**config.mk**
```make
export PLATFORM = sky130hd
export DESIGN_NAME = key_pulse_gen
export DESIGN_NICKNAME = d
export VERILOG_FILES = /design/src/rtl/key_pkg.sv /design/src/rtl/sync_2ff.sv /design/src/rtl/key_pulse_gen.sv
export SDC_FILE = /design/constraint.sdc
export NUM_CORES = 1
export LEC_CHECK = 0
export ABC_AREA = 1
export CORE_MARGIN = 3
export CORE_UTILIZATION = 50
export DETAILED_ROUTE_END_ITERATION = 6
export DONT_BUFFER_PORTS = 1
export GPL_ROUTABILITY_DRIVEN = 0
export SLEW_MARGIN = 25
export SYNTH_ARGS = -nofsm -noshare
export SYNTH_HDL_FRONTEND = slang
export SYNTH_SLANG_ARGS = --single-unit
```
**constraint.sdc**
```tcl
create_clock -name clk -period 2.25 [get_ports clk]
set_clock_uncertainty 0.05 [all_clocks]
set_input_delay 0.5625 -clock clk [delete_from_list [all_inputs] [get_ports clk]]
set_output_delay 0.5625 -clock clk [all_outputs]
set_load 0.02 [all_outputs]
```
**src/rtl/key_pkg.sv**
```systemverilog
// Shared definitions for the EGO1 push-button front end.
package key_pkg;

    // Debounce FSM encoding
    typedef enum logic [1:0] {
        IDLE         = 2'd0,
        PRESS_WAIT   = 2'd1,
        PRESSED      = 2'd2,
        RELEASE_WAIT = 2'd3
    } key_fsm_e;

    // Width of the wrapping accepted-press counter
    localparam int PRESS_CNT_W = 8;

endpackage

```
**src/rtl/sync_2ff.sv**
```systemverilog
// Two-flop synchronizer for a single asynchronous input, cleared to 0 on reset.
module sync_2ff (
    input  logic clk,
    input  logic rd,
    input  logic d_i,
    output logic q_o
);

    logic meta_q;
    logic sync_q;

    // Shift the raw input through two flops to settle metastability
    always_ff @(posedge clk) begin
        if (!rd) begin
            meta_q <= 1'b0;
            sync_q <= 1'b0;
        end else begin
            meta_q <= d_i;
            sync_q <= meta_q;
        end
    end

    assign q_o = sync_q;

endmodule

```
**src/rtl/key_pulse_gen.sv**
```systemverilog
// Push-button debouncer producing one active-low count strobe per accepted press,
// plus a one-cycle press pulse, the debounced level and a wrapping press count.
module key_pulse_gen
    import key_pkg::*;
#(
    parameter int DEBOUNCE_CYCLES = 1_000_000,
    parameter int PULSE_LEN       = 16,
    parameter int CNT_W           = 20
) (
    input  logic                   clk,
    input  logic                   rd,
    input  logic                   key_in,
    output logic                   x,
    output logic                   press_pulse,
    output logic                   key_state,
    output logic [PRESS_CNT_W-1:0] press_cnt
);

    localparam int               TMR_W           = $clog2(PULSE_LEN + 1);
    localparam logic [CNT_W-1:0] CNT_LAST        = CNT_W'(DEBOUNCE_CYCLES - 1);
    localparam logic [TMR_W-1:0] TMR_LOAD        = TMR_W'(PULSE_LEN);
    // With a one-cycle debounce the first stable sample is already the last one
    localparam bit               ACCEPT_ON_ENTRY = (DEBOUNCE_CYCLES == 1);

    // The timer must be idle before another press can be accepted, otherwise
    // the downstream stage would miss a falling edge of x.
    if (PULSE_LEN < 1 || PULSE_LEN > DEBOUNCE_CYCLES) begin : g_bad_pulse_len
        $fatal(1, "key_pulse_gen: PULSE_LEN must be in 1..DEBOUNCE_CYCLES");
    end
    if ((64'd1 << CNT_W) <= 64'(DEBOUNCE_CYCLES)) begin : g_bad_cnt_w
        $fatal(1, "key_pulse_gen: CNT_W too narrow for DEBOUNCE_CYCLES");
    end

    logic                   key_s;
    key_fsm_e               state_q, state_d;
    logic [CNT_W-1:0]       cnt_q, cnt_d, cnt_inc;
    logic [TMR_W-1:0]       tmr_q, tmr_d;
    logic                   accept_d;
    logic                   x_q;
    logic                   pulse_q;
    logic                   key_state_q;
    logic [PRESS_CNT_W-1:0] press_cnt_q;

    sync_2ff u_sync (
        .clk (clk),
        .rd  (rd),
        .d_i (key_in),
        .q_o (key_s)
    );

    assign cnt_inc = cnt_q + CNT_W'(1);

    // Next-state logic: debounce FSM, stability counter and strobe timer
    always_comb begin
        state_d  = state_q;
        cnt_d    = cnt_q;
        accept_d = 1'b0;
        case (state_q)
            IDLE: begin
                if (key_s) begin
                    cnt_d = '0;
                    if (ACCEPT_ON_ENTRY) begin
                        state_d  = PRESSED;
                        accept_d = 1'b1;
                    end else begin
                        state_d = PRESS_WAIT;
                    end
                end
            end
            PRESS_WAIT: begin
                if (!key_s) begin
                    state_d = IDLE;
                    cnt_d   = '0;
                end else begin
                    cnt_d = cnt_inc;
                    if (cnt_inc == CNT_LAST) begin
                        state_d  = PRESSED;
                        accept_d = 1'b1;
                    end
                end
            end
            PRESSED: begin
                if (!key_s) begin
                    cnt_d   = '0;
                    state_d = ACCEPT_ON_ENTRY ? IDLE : RELEASE_WAIT;
                end
            end
            RELEASE_WAIT: begin
                if (key_s) begin
                    state_d = PRESSED;
                end else begin
                    cnt_d = cnt_inc;
                    if (cnt_inc == CNT_LAST) begin
                        state_d = IDLE;
                    end
                end
            end
            default: begin
                state_d = IDLE;
                cnt_d   = '0;
            end
        endcase

        if (accept_d) begin
            tmr_d = TMR_LOAD;
        end else if (tmr_q != '0) begin
            tmr_d = tmr_q - TMR_W'(1);
        end else begin
            tmr_d = '0;
        end
    end

    // State and registered outputs; x is a flop so the downstream clock is glitch-free
    always_ff @(posedge clk) begin
        if (!rd) begin
            state_q     <= IDLE;
            cnt_q       <= '0;
            tmr_q       <= '0;
            x_q         <= 1'b1;
            pulse_q     <= 1'b0;
            key_state_q <= 1'b0;
            press_cnt_q <= '0;
        end else begin
            state_q     <= state_d;
            cnt_q       <= cnt_d;
            tmr_q       <= tmr_d;
            x_q         <= (tmr_d == '0);
            pulse_q     <= accept_d;
            key_state_q <= (state_d == PRESSED) || (state_d == RELEASE_WAIT);
            if (accept_d) begin
                press_cnt_q <= press_cnt_q + PRESS_CNT_W'(1);
            end
        end
    end

    assign x           = x_q;
    assign press_pulse = pulse_q;
    assign key_state   = key_state_q;
    assign press_cnt   = press_cnt_q;

endmodule

```
* Word level (Yosys, flattened, before mapping)
Cells that the tools add are included.
** Word-level totals
- Output and inout port bits :: 11
- Logic and storage cells :: 43
- Register bits after elaboration :: 40
- Input port bits :: 3
** Operators by class
- Equality and inequality tests :: 9
- Reduce and logical (&&, ||, !) cells :: 5
- Add/subtract/negate cells :: 3
- Mux-type cells :: 17
** Operator list (count)
- 20-bit 2-to-1 mux :: 4
- 20-bit case mux with 4 select lines :: 1
- 20-bit by 1-bit adder with 20-bit output (second input constant) :: 1
- 20-bit equality test (second input constant) :: 1
- 2-bit 2-to-1 mux :: 6
- 5-bit 2-to-1 mux :: 2
- 8-bit by 1-bit adder with 8-bit output (second input constant) :: 1
- 2-bit equality test (second input constant) :: 4
- 2-bit case mux with 4 select lines :: 1
- 5-bit logical NOT :: 1
- 5-bit nonzero test :: 1
- 5-bit by 1-bit subtractor with 5-bit output (second input constant) :: 1
- 2-bit != test (second input constant) :: 2
- 1-bit 2-to-1 mux :: 3
- 3-bit AND reduction :: 1
- 2-bit by 1-bit equality test with 1-bit output (second input constant) :: 1
- 2-bit logical NOT :: 1
- 2-bit by 1-bit != test with 1-bit output (second input constant) :: 1
- 1-bit logical OR :: 1

* Depth between registers and ports, before layout
Gate-level depths: netlist of run 1.
- Depth in word-level cells :: 7
- Mapped depth :: 15
- Mapped depth without buffers :: 15

* Hierarchy
From an unflattened synthesis of run 1, not the netlist that was laid out.
** Unflattened totals
- Cell total of the unflattened synthesis :: 372
- Area total of the unflattened synthesis :: 2334.7 um2
** Modules (own cells, without submodules)
- key_pulse_gen :: seq. area each 740.7 um2, area each 2279.7 um2, times used 1, cells each 366
- sync_2ff :: seq. area each 40.0 um2, area each 55.1 um2, times used 1, cells each 6

* Worst setup path after synthesis of run 1
OpenSTA, ideal clock, no wires.
- Kind :: register to register
- From :: register cnt_q[0]
- To :: register press_cnt_q[2], in the netlist press_cnt[2]
- Stages on the path, launching flop included :: 15
- Required time :: 2068 ps
- Period minus slack after synthesis :: 1921 ps
- Path buffers :: 0
- Path slack :: 329 ps
- Data arrival time :: 1738 ps
- Library setup time :: 132 ps
- Cell sequence :: dfxtp_1 ha_1 nand2_2 nor2_4 nand3_2 nor2_2 nand2_1 nand2_1 nand2_1 inv_1 nand3_1 nor2_4 nand3_2 nand2_1 a21oi_1
** Between the ends
- Longest elaborated chain between the ends :: 5
** RTL lines
- from (decl) :: RTL line key_pulse_gen.sv:36 : logic [CNT_W-1:0] cnt_q, cnt_d, cnt_inc;
- from (signal assigned) :: RTL line key_pulse_gen.sv:125 : cnt_q <= cnt_d;
- 20-bit by 1-bit adder with 20-bit output :: RTL line key_pulse_gen.sv:51 : assign cnt_inc = cnt_q + CNT_W'(1);
- 20-bit equality test :: RTL line key_pulse_gen.sv:76 : if (cnt_inc == CNT_LAST) begin
- 1-bit 2-to-1 mux :: RTL line key_pulse_gen.sv:76
- 1-bit 2-to-1 mux :: RTL line key_pulse_gen.sv:71 : if (!key_s) begin
- 1-bit 2-to-1 mux :: RTL line key_pulse_gen.sv:58 : case (state_q)
- to (signal assigned) :: RTL line key_pulse_gen.sv:131 : press_cnt_q <= press_cnt_q + PRESS_CNT_W'(1);
- to (decl) :: RTL line key_pulse_gen.sv:42 : logic [PRESS_CNT_W-1:0] press_cnt_q;
Every way passes these cells.
A chain may end at the register's enable or synchronous reset.

* Worst setup path in the final report of run 1
- From :: register cnt_q[1]
- To :: register press_cnt_q[4], in the netlist press_cnt[4]
Same word-level chain as after synthesis.

==> flow_summary.toml, run 1 <==
[outcome]
status = "finished, final reports clean"

[hold_path]
hold_path_depth = 1
timing.hold.worst.class = "in2reg"
hold-path-endpoint = "x$_SDFF_PN1_"
hold_start = "rd"

[worst_setup_path]
critPathArrivalTime_ns = 2.21
crit_path_start_kind = "flip-flop"
critical_path.cell_chain = "ha_4 > nand2_2 > nor2_4 > nand4_1 > nand2_1 > nand3_1 > nor2_2 > nand3_1 > nor2_4 > nand3_4 > nand2_1 > a21oi_1"
cpMaxStageDelayCell = "dfxtp_2"
worstPathMaxFanout = 7
reg2reg_setup_slack_ns = 0.17
setup.worst_path.end_class = "flip-flop"
timing.rr.start = "cnt_q[1]$_SDFFE_PN0P_"
critical_path.max_stage_delay_ns = 0.36
r2r_cells = 12
r2r-end = "press_cnt[4]$_SDFFE_PN0N_"
worstSetupPathType = "reg2reg"
worstPathRequired_ns = 2.38

[placement]
place.detailed.instances = 423
detailed_place.area_um2 = 2510
place.detailed.hpwl_mm = 4.18
placement.io_buffers = 0

[die]
num_io_pins = 14
coreArea_um2 = 4470
die_area_um2 = 5630
placementRows = 24
die_width_um = 75.0
die_h_um = 75.0
initial_utilization_pct = 53.2

[clocking]
cts_htree_levels = 2
clk_transition_reported_paths_ns = 0.08
cts_tree = "yes"
clock_sink_count = 39
number_of_cts_inserted_buffers = 5
buffer_type_at_the_clock_tree_root = "clkbuf_8"
cts.hold.buffers_added = 0
cts.path.max_buffers = 2
worstSkewPairLatency_ns = 0.29

[power]
power-per-cell-area_nw_per_um2 = 578
power.switching_fraction_pct = 30.4
power_leakage_uw = 0.000999
clkPwrFrac_pct = 30.5
power.combinational.fraction_pct = 18.9
switchingPower_uw = 466
share_seq_of_total_power_pct = 50.6
max-vdd-ir-drop_mv = 0.318
p_int_uw = 1070

[detailed_routing]
via_count_normalized_by_instance_count = 5.27
drcViolationCount = 0
vias = 2276
postRouteAntennaNets = 0
highest-signal-layer = "met4"
met2RoutedLength_mm = 2.36
detailroute.wirelength.met3_um = 281
postRouteWirelength_mm = 5.43
route.detailed.wl_per_inst_um = 12.6
detail_route.wirelength.met1_mm = 2.75
detail_route.first_pass.iterations = 5
dr.first_iter.drc_count = 136

[final_layout]
final_net_count = 386
stdcell_count = 432
layout.cells.most_common = "nand2_1"
antenna-diode-count = 0
fillerInstances = 444
syn2layout_area_growth_pct = 11.2
fraction_of_layout_cells_with_a_size_suffix_above_1_pct = 16.8
post_route_design_area_um2 = 2650
layout.cells.most_common_list = "nand2_1, inv_1, dfxtp_1, nor2_1, a21oi_1"

[synth]
synth.ff_latch_count = 39
syn_inst = 366
postSynthNetCount = 373
synthesis.yosys.warnings = 0
synth.yosys.seq_area_share_pct = 32.8
synth.cell_area_um2 = 2380
syn_avg_cell_area_um2 = 6.51
cell_variety_after_synth = 33

[timing]
slew_headroom_pct = 67.0
report.final.setup_viol = 0
finalMaxSlewViolations = 0
worst-slew-pin-transition_ns = 0.493
share_of_the_cycle_needed_by_the_critical_path_after_routing_pct = 92.4
final.min_clock_period_ns = 2.08
rsz0062_at_grt = "no"
hold_viol = 0
maxClockFrequency_mhz = 481
fin_worst_hold_slack_ns = 0.296
setup_tns_ns = 0

[global_route]
track_usage_pct = 21.1
grt_pass1_vias = 1987
grt_remaining_overflow = 0
antenna_found_initial = 0
largest_net_degree_at_the_start_of_global_routing = 20
grt_first_pass_wirelength_mm = 9.20

[flow_run]
maxCapViolations = 0
-- power by group through the flow --
stage	clock, uW	combinational, uW	sequential (uW)
floorplan	0	250	786
CTS	487	295	776
detailed placement	0	294	792
global placement	0	297	793
global route	518	345	781
finish	467	290	776
-- worst max-delay path: cells and delay by family, from the launching register on --
family / cells / cell delay, ns
DFF: 1 / 0.36
and+or+nand+nor: 10 / 1.33
adders and majority gates: 1 / 0.16
AOI/OAI and AO/OA: 1 / 0.06
-- per-stage QoR --
stage          setup slack [ns]  util, %  total power (uW)
6_report                  0.172     59.2              1530
2_1_floorplan             0.329        -              1040
5_1_grt                 0.00498     59.2              1640
3_3_place_gp              0.153     56.0              1090
3_5_place_dp              0.128     56.0              1090
4_1_cts                   0.111     57.9              1560
-- how the worst max path moves through the flow --
stage | from | to | slack [ns] | cells past startpoint
6_report | cnt_q[1]$_SDFFE_PN0P_ | press_cnt[4]$_SDFFE_PN0N_ | 0.17 | 12
5_1_grt | cnt_q[4]$_SDFFE_PN0P_ | state_q[1]$_SDFF_PN0_ | 0.005 | 11
4_1_cts | cnt_q[1]$_SDFFE_PN0P_ | press_cnt[5]$_SDFFE_PN0N_ | 0.11 | 14
3_5_place_dp | cnt_q[1]$_SDFFE_PN0P_ | press_cnt[5]$_SDFFE_PN0N_ | 0.13 | 14
3_3_place_gp | cnt_q[0]$_SDFFE_PN0P_ | press_cnt[7]$_SDFFE_PN0N_ | 0.15 | 14
2_1_floorplan | cnt_q[0]$_SDFFE_PN0P_ | press_cnt[2]$_SDFFE_PN0N_ | 0.33 | 14
-- logic make-up (layout without fill, tap and decap cells) --
group                      count (synthesis)  after routing  synth area share, %
and+or+nand+nor                          224            224                 44.4
buffers and inverters                     51             65                 8.09
AOI/OAI and AO/OA                         40             40                 9.66
DFF                                       39             39                 32.8
xor gates and xnor gates                   7              7                 2.57
adders and majority gates                  4              4                 2.10
muxes                                      1              1                0.420
-- sequential cells by signal, summed over array words and instances (netlist names) --
register       flops
cnt_q             20
press_pulse        1
tmr_q              5
state_q            2
press_cnt          8
u_sync.meta_q      1
u_sync.q_o         1
x                  1
-- layer usage --
metal	GRT usage, %	vias up
met3	4.94	5
met4	4.94	0
met1	30.4	1011
met5	0	-
li1	-	1206
met2	31.9	54
-- what timing repair did --
action                     in CTS  in global routing
hold endpoints to repair        0                  0
gates resized for setup         0                 15
setup endpoints to repair       0                 16
buffers inserted                0                  1
-- layout make-up --
cell class	count	area, um2	area share, %
Clock buffer	6	72.6	2.74
Clock inverter	2	12.5	0.472
Inverter	45	169	6.37
Multi-Input combinational cell	276	1460	54.9
Sequential cell	39	786	29.7
Tap cell	52	65.1	2.46
Timing Repair Buffer	12	90.1	3.40
-- synth_stat cells, drive strengths merged --
cell type	n	area (um2)
ha	4	50.1
xor2	5	43.8
o21ai	5	40.0
clkinv	2	7.51
clkbuf	5	18.8
o21bai	4	33.8
nand3	35	200
or2	1	6.26
a21oi	30	150
buf	1	5.00
mux2i	1	10.0
a31oi	1	6.26
nand2	120	483
nand3b	1	7.51
xnor2	2	17.5
nand4	15	100
and2	2	12.5
nor3	6	30.0
inv	43	161
dfxtp	39	781
nor2	43	211
and3	1	6.26
(Power assumes the default switching activity.)
==> run 2, diff against run 1 <==
--- a/config.mk
+++ b/config.mk
@@ -14,4 +14,5 @@
 export SLEW_MARGIN = 25
 export SYNTH_ARGS = -nofsm -noshare
 export SYNTH_HDL_FRONTEND = slang
+export SYNTH_HIERARCHICAL = 1
 export SYNTH_SLANG_ARGS = --single-unit
==> run 2 against run 1 <==
Via count up 1.8%. Critical endpoint is now press_cnt[6]$_SDFFE_PN0N_. Global-route usage up 0.80 points. Cell area down 0.47%. Clock power up 28%. Routed wire length up 3.0%. Largest cell class unchanged. Largest power group unchanged. Worst hold slack worse by 0.0045 ns. Worst setup slack worse by 0.024 ns.
==> flow_summary.toml, run 2 <==
[synth]
netlist_top_cells_count = "nand2_1, inv_1, dfxtp_1, nor2_1, a21oi_1"
synth.yosys.seq_area_share_pct = 33.4
ys_async_sr_fraction_pct = 0
synth.ff_latch_count = 39
syn_inst = 372
synth_xor_area_share_pct = 3.00
synth_edf_count = 0
muxShareOfSynthArea_pct = 0.429
synth_simple_gate_area_share_pct = 43.4
synth_top_cells_by_area = "dfxtp_1, nand2_1, inv_1"
postSynthNetCount = 379
compound_gate_fraction_of_synth_area_pct = 9.00
cell_variety_after_synth = 29
yosys.area_share.adder_pct = 2.14
synthesis.yosys.warnings = 6
top_reg_cell_synth = "dfxtp_1"
syn_avg_cell_area_um2 = 6.28
synth.cell_area_um2 = 2330
synth_top_cell_area_share_pct = 33.4
synth_top_family_by_area = "simple AND/OR/NAND/NOR gates"
yosysTopAreaCell = "dfxtp_1"
most_frequent_cell_after_synthesis = "nand2_1"

[final_layout]
fillerInstances = 460
layout.cells.most_common_list = "nand2_1, inv_1, dfxtp_1, nor2_1, a21oi_1"
antenna-diode-count = 0
final_net_count = 391
largest_register_ffs = 20
finish.utilization_pct = 59.3
fraction_of_layout_cells_with_a_size_suffix_above_1_pct = 13.8
post_route_design_area_um2 = 2640
syn2layout_area_growth_pct = 13.0
layout.cells.most_common = "nand2_1"
max_flop_register = "cnt_q"

[hold_path]
hold_start = "rd"
timing.hold.worst.class = "in2reg"
hold_path_depth = 1
hold-path-endpoint = "x$_SDFF_PN1_"

[die]
coreArea_um2 = 4440
die_h_um = 74.3
die_width_um = 74.3
placementRows = 24
die_area_um2 = 5530
initial_utilization_pct = 52.5
num_io_pins = 14

[clocking]
number_of_cts_inserted_buffers = 5
worstSkewPairLatency_ns = 0.29
cts_tree = "yes"
clock_sink_count = 39
buffer_type_at_the_clock_tree_root = "clkbuf_8"
clk_transition_reported_paths_ns = 0.09
cts.path.max_buffers = 2
cts_htree_levels = 2

[timing]
final.setup.worst_slack_ns = 0.148
hold_viol = 0
slew_headroom_pct = 62.8
maxClockFrequency_mhz = 476
final.min_clock_period_ns = 2.10
share_of_the_cycle_needed_by_the_critical_path_after_routing_pct = 93.4
finalMaxSlewViolations = 0
worst-slew-pin-transition_ns = 0.556
report.final.setup_viol = 0

[power]
power-per-cell-area_nw_per_um2 = 635
power_leakage_uw = 0.00104
p_total_uw = 1680
max-vdd-ir-drop_mv = 0.461

[global_route]
antenna_found_initial = 0
grt_first_pass_wirelength_mm = 9.47
track_usage_pct = 21.9
largest_net_degree_at_the_start_of_global_routing = 26
grt_pass1_vias = 2081
grt_remaining_overflow = 0

[placement]
detailedPlace.worstSlack_ns = 0.0699
placement.io_buffers = 0
detailed_place.area_um2 = 2440
place.detailed.hpwl_mm = 4.06

[detailed_routing]
detail_route.first_pass.iterations = 4
drcViolationCount = 0
route.detailed.wl_per_inst_um = 12.8
postRouteAntennaNets = 0
dr.first_iter.drc_count = 140
via_count_normalized_by_instance_count = 5.30
vias = 2316
postRouteWirelength_mm = 5.60

[worst_setup_path]
r2r_cells = 12
critical_path.max_stage_delay_ns = 0.36
worstPathMaxFanout = 5
cpMaxStageDelayCell = "dfxtp_2"
crit_path_start_kind = "flip-flop"
setup.worst_path.end_class = "flip-flop"
timing.rr.start = "cnt_q[1]$_SDFFE_PN0P_"
reg2reg_setup_slack_ns = 0.15
critPathArrivalTime_ns = 2.28
r2r-end = "press_cnt[6]$_SDFFE_PN0N_"
worstSetupPathType = "reg2reg"
worstPathRequired_ns = 2.43
critical_path.cell_chain = "ha_4 > nand3_1 > nor2_2 > nand4_1 > nand2_2 > nand3_1 > nor2_2 > nand3_2 > nor2_4 > buf_4 > nand4_1 > a21oi_1"
cell_class_contributing_the_biggest_share_of_worst_path_delay = "simple AND/OR/NAND/NOR gates"
number_of_buffer_and_inverter_stages_on_the_critical_path = 1

[outcome]
status = "finished, final reports clean"

[flow_run]
maxCapViolations = 0
-- run 2: cell types whose count changed in the layout (fill, tap and decap cells not counted), sizes merged, moves of 2 or more --
cell    previous run  this run
clkinv             3         5
nand3             35        28
nand3b             1         3
nand4             15        18
o21bai             4         2
nand2            120       126
-- run 2: worst max path at each step --
| stage | slack [ns] | from | to | cells after the start |
|---|---|---|---|---|
| 5_1_grt | -0.01 | cnt_q[1]$_SDFFE_PN0P_ | press_cnt[6]$_SDFFE_PN0N_ | 14 |
| 2_1_floorplan | 0.35 | cnt_q[1]$_SDFFE_PN0P_ | press_cnt[3]$_SDFFE_PN0N_ | 12 |
| 3_3_place_gp | 0.10 | cnt_q[0]$_SDFFE_PN0P_ | press_cnt[6]$_SDFFE_PN0N_ | 12 |
| 6_report | 0.15 | cnt_q[1]$_SDFFE_PN0P_ | press_cnt[6]$_SDFFE_PN0N_ | 12 |
| 4_1_cts | 0.05 | cnt_q[0]$_SDFFE_PN0P_ | press_cnt[4]$_SDFFE_PN0N_ | 12 |
| 3_5_place_dp | 0.07 | cnt_q[0]$_SDFFE_PN0P_ | press_cnt[4]$_SDFFE_PN0N_ | 12 |
-- run 2: what timing repair did --
item                                   4_1_cts  5_1_grt
setup endpoints to repair                    0       13
endpoints found under the hold margin        0        0
setup buffers                                0        3
hold buffers                                 0        0
gates resized for setup                      0       22
-- run 2: power by group --
part | internal, uW | switching [uW] | total, uW
Combinational | 114 | 188 | 302
Clock | 331 | 266 | 596
Sequential | 740 | 38.7 | 778
-- run 2: cells by family (layout without fill, tap and decap cells) --
group	count (synthesis)	after routing
adders and majority gates	4	4
and+or+nand+nor	228	228
AOI/OAI and AO/OA	39	39
xor gates and xnor gates	8	8
buffers and inverters	53	66
muxes	1	1
DFF	39	39
-- run 2: through the flow --
| step | hold WS, ns | cells | setup TNS [ns] |
|---|---|---|---|
| floorplan | 0.340 | 372 | 0 |
| global placement | 0.357 | 426 | 0 |
| detailed placement | 0.354 | 426 | 0 |
| CTS | 0.287 | 434 | 0 |
| global route | 0.278 | 437 | -0.0291 |
| finish | 0.292 | 437 | 0 |
-- run 2: area by class of cell --
type	instances	area [um2]	area share, %
inverter	47	176	6.69
timing repair buffer	11	82.6	3.13
tap	52	65.1	2.47
sequential	39	787	29.8
clock inverter	3	43.8	1.66
clock buffer	5	68.8	2.61
multi-input combinational	280	1410	53.6
-- run 2: worst reg2reg max path: stages, from the launching register on --
cell     delay [ns]
dfxtp_2        0.36
ha_4           0.15
nand3_1        0.14
nor2_2         0.19
nand4_1        0.14
nand2_2        0.12
nand3_1        0.08
nor2_2         0.10
nand3_2        0.11
nor2_4         0.20
buf_4          0.14
nand4_1        0.09
a21oi_1        0.16
-- run 2: layer usage --
| metal | track usage, % | share of wire, % | up-vias |
|---|---|---|---|
| met2 | 33.2 | 44 | 56 |
| li1 | - | - | 1211 |
| met3 | 4.73 | 6.0 | 4 |
| met4 | 5.53 | 0.71 | 0 |
| met1 | 31.7 | 49 | 1045 |
| met5 | 0 | 0 | - |
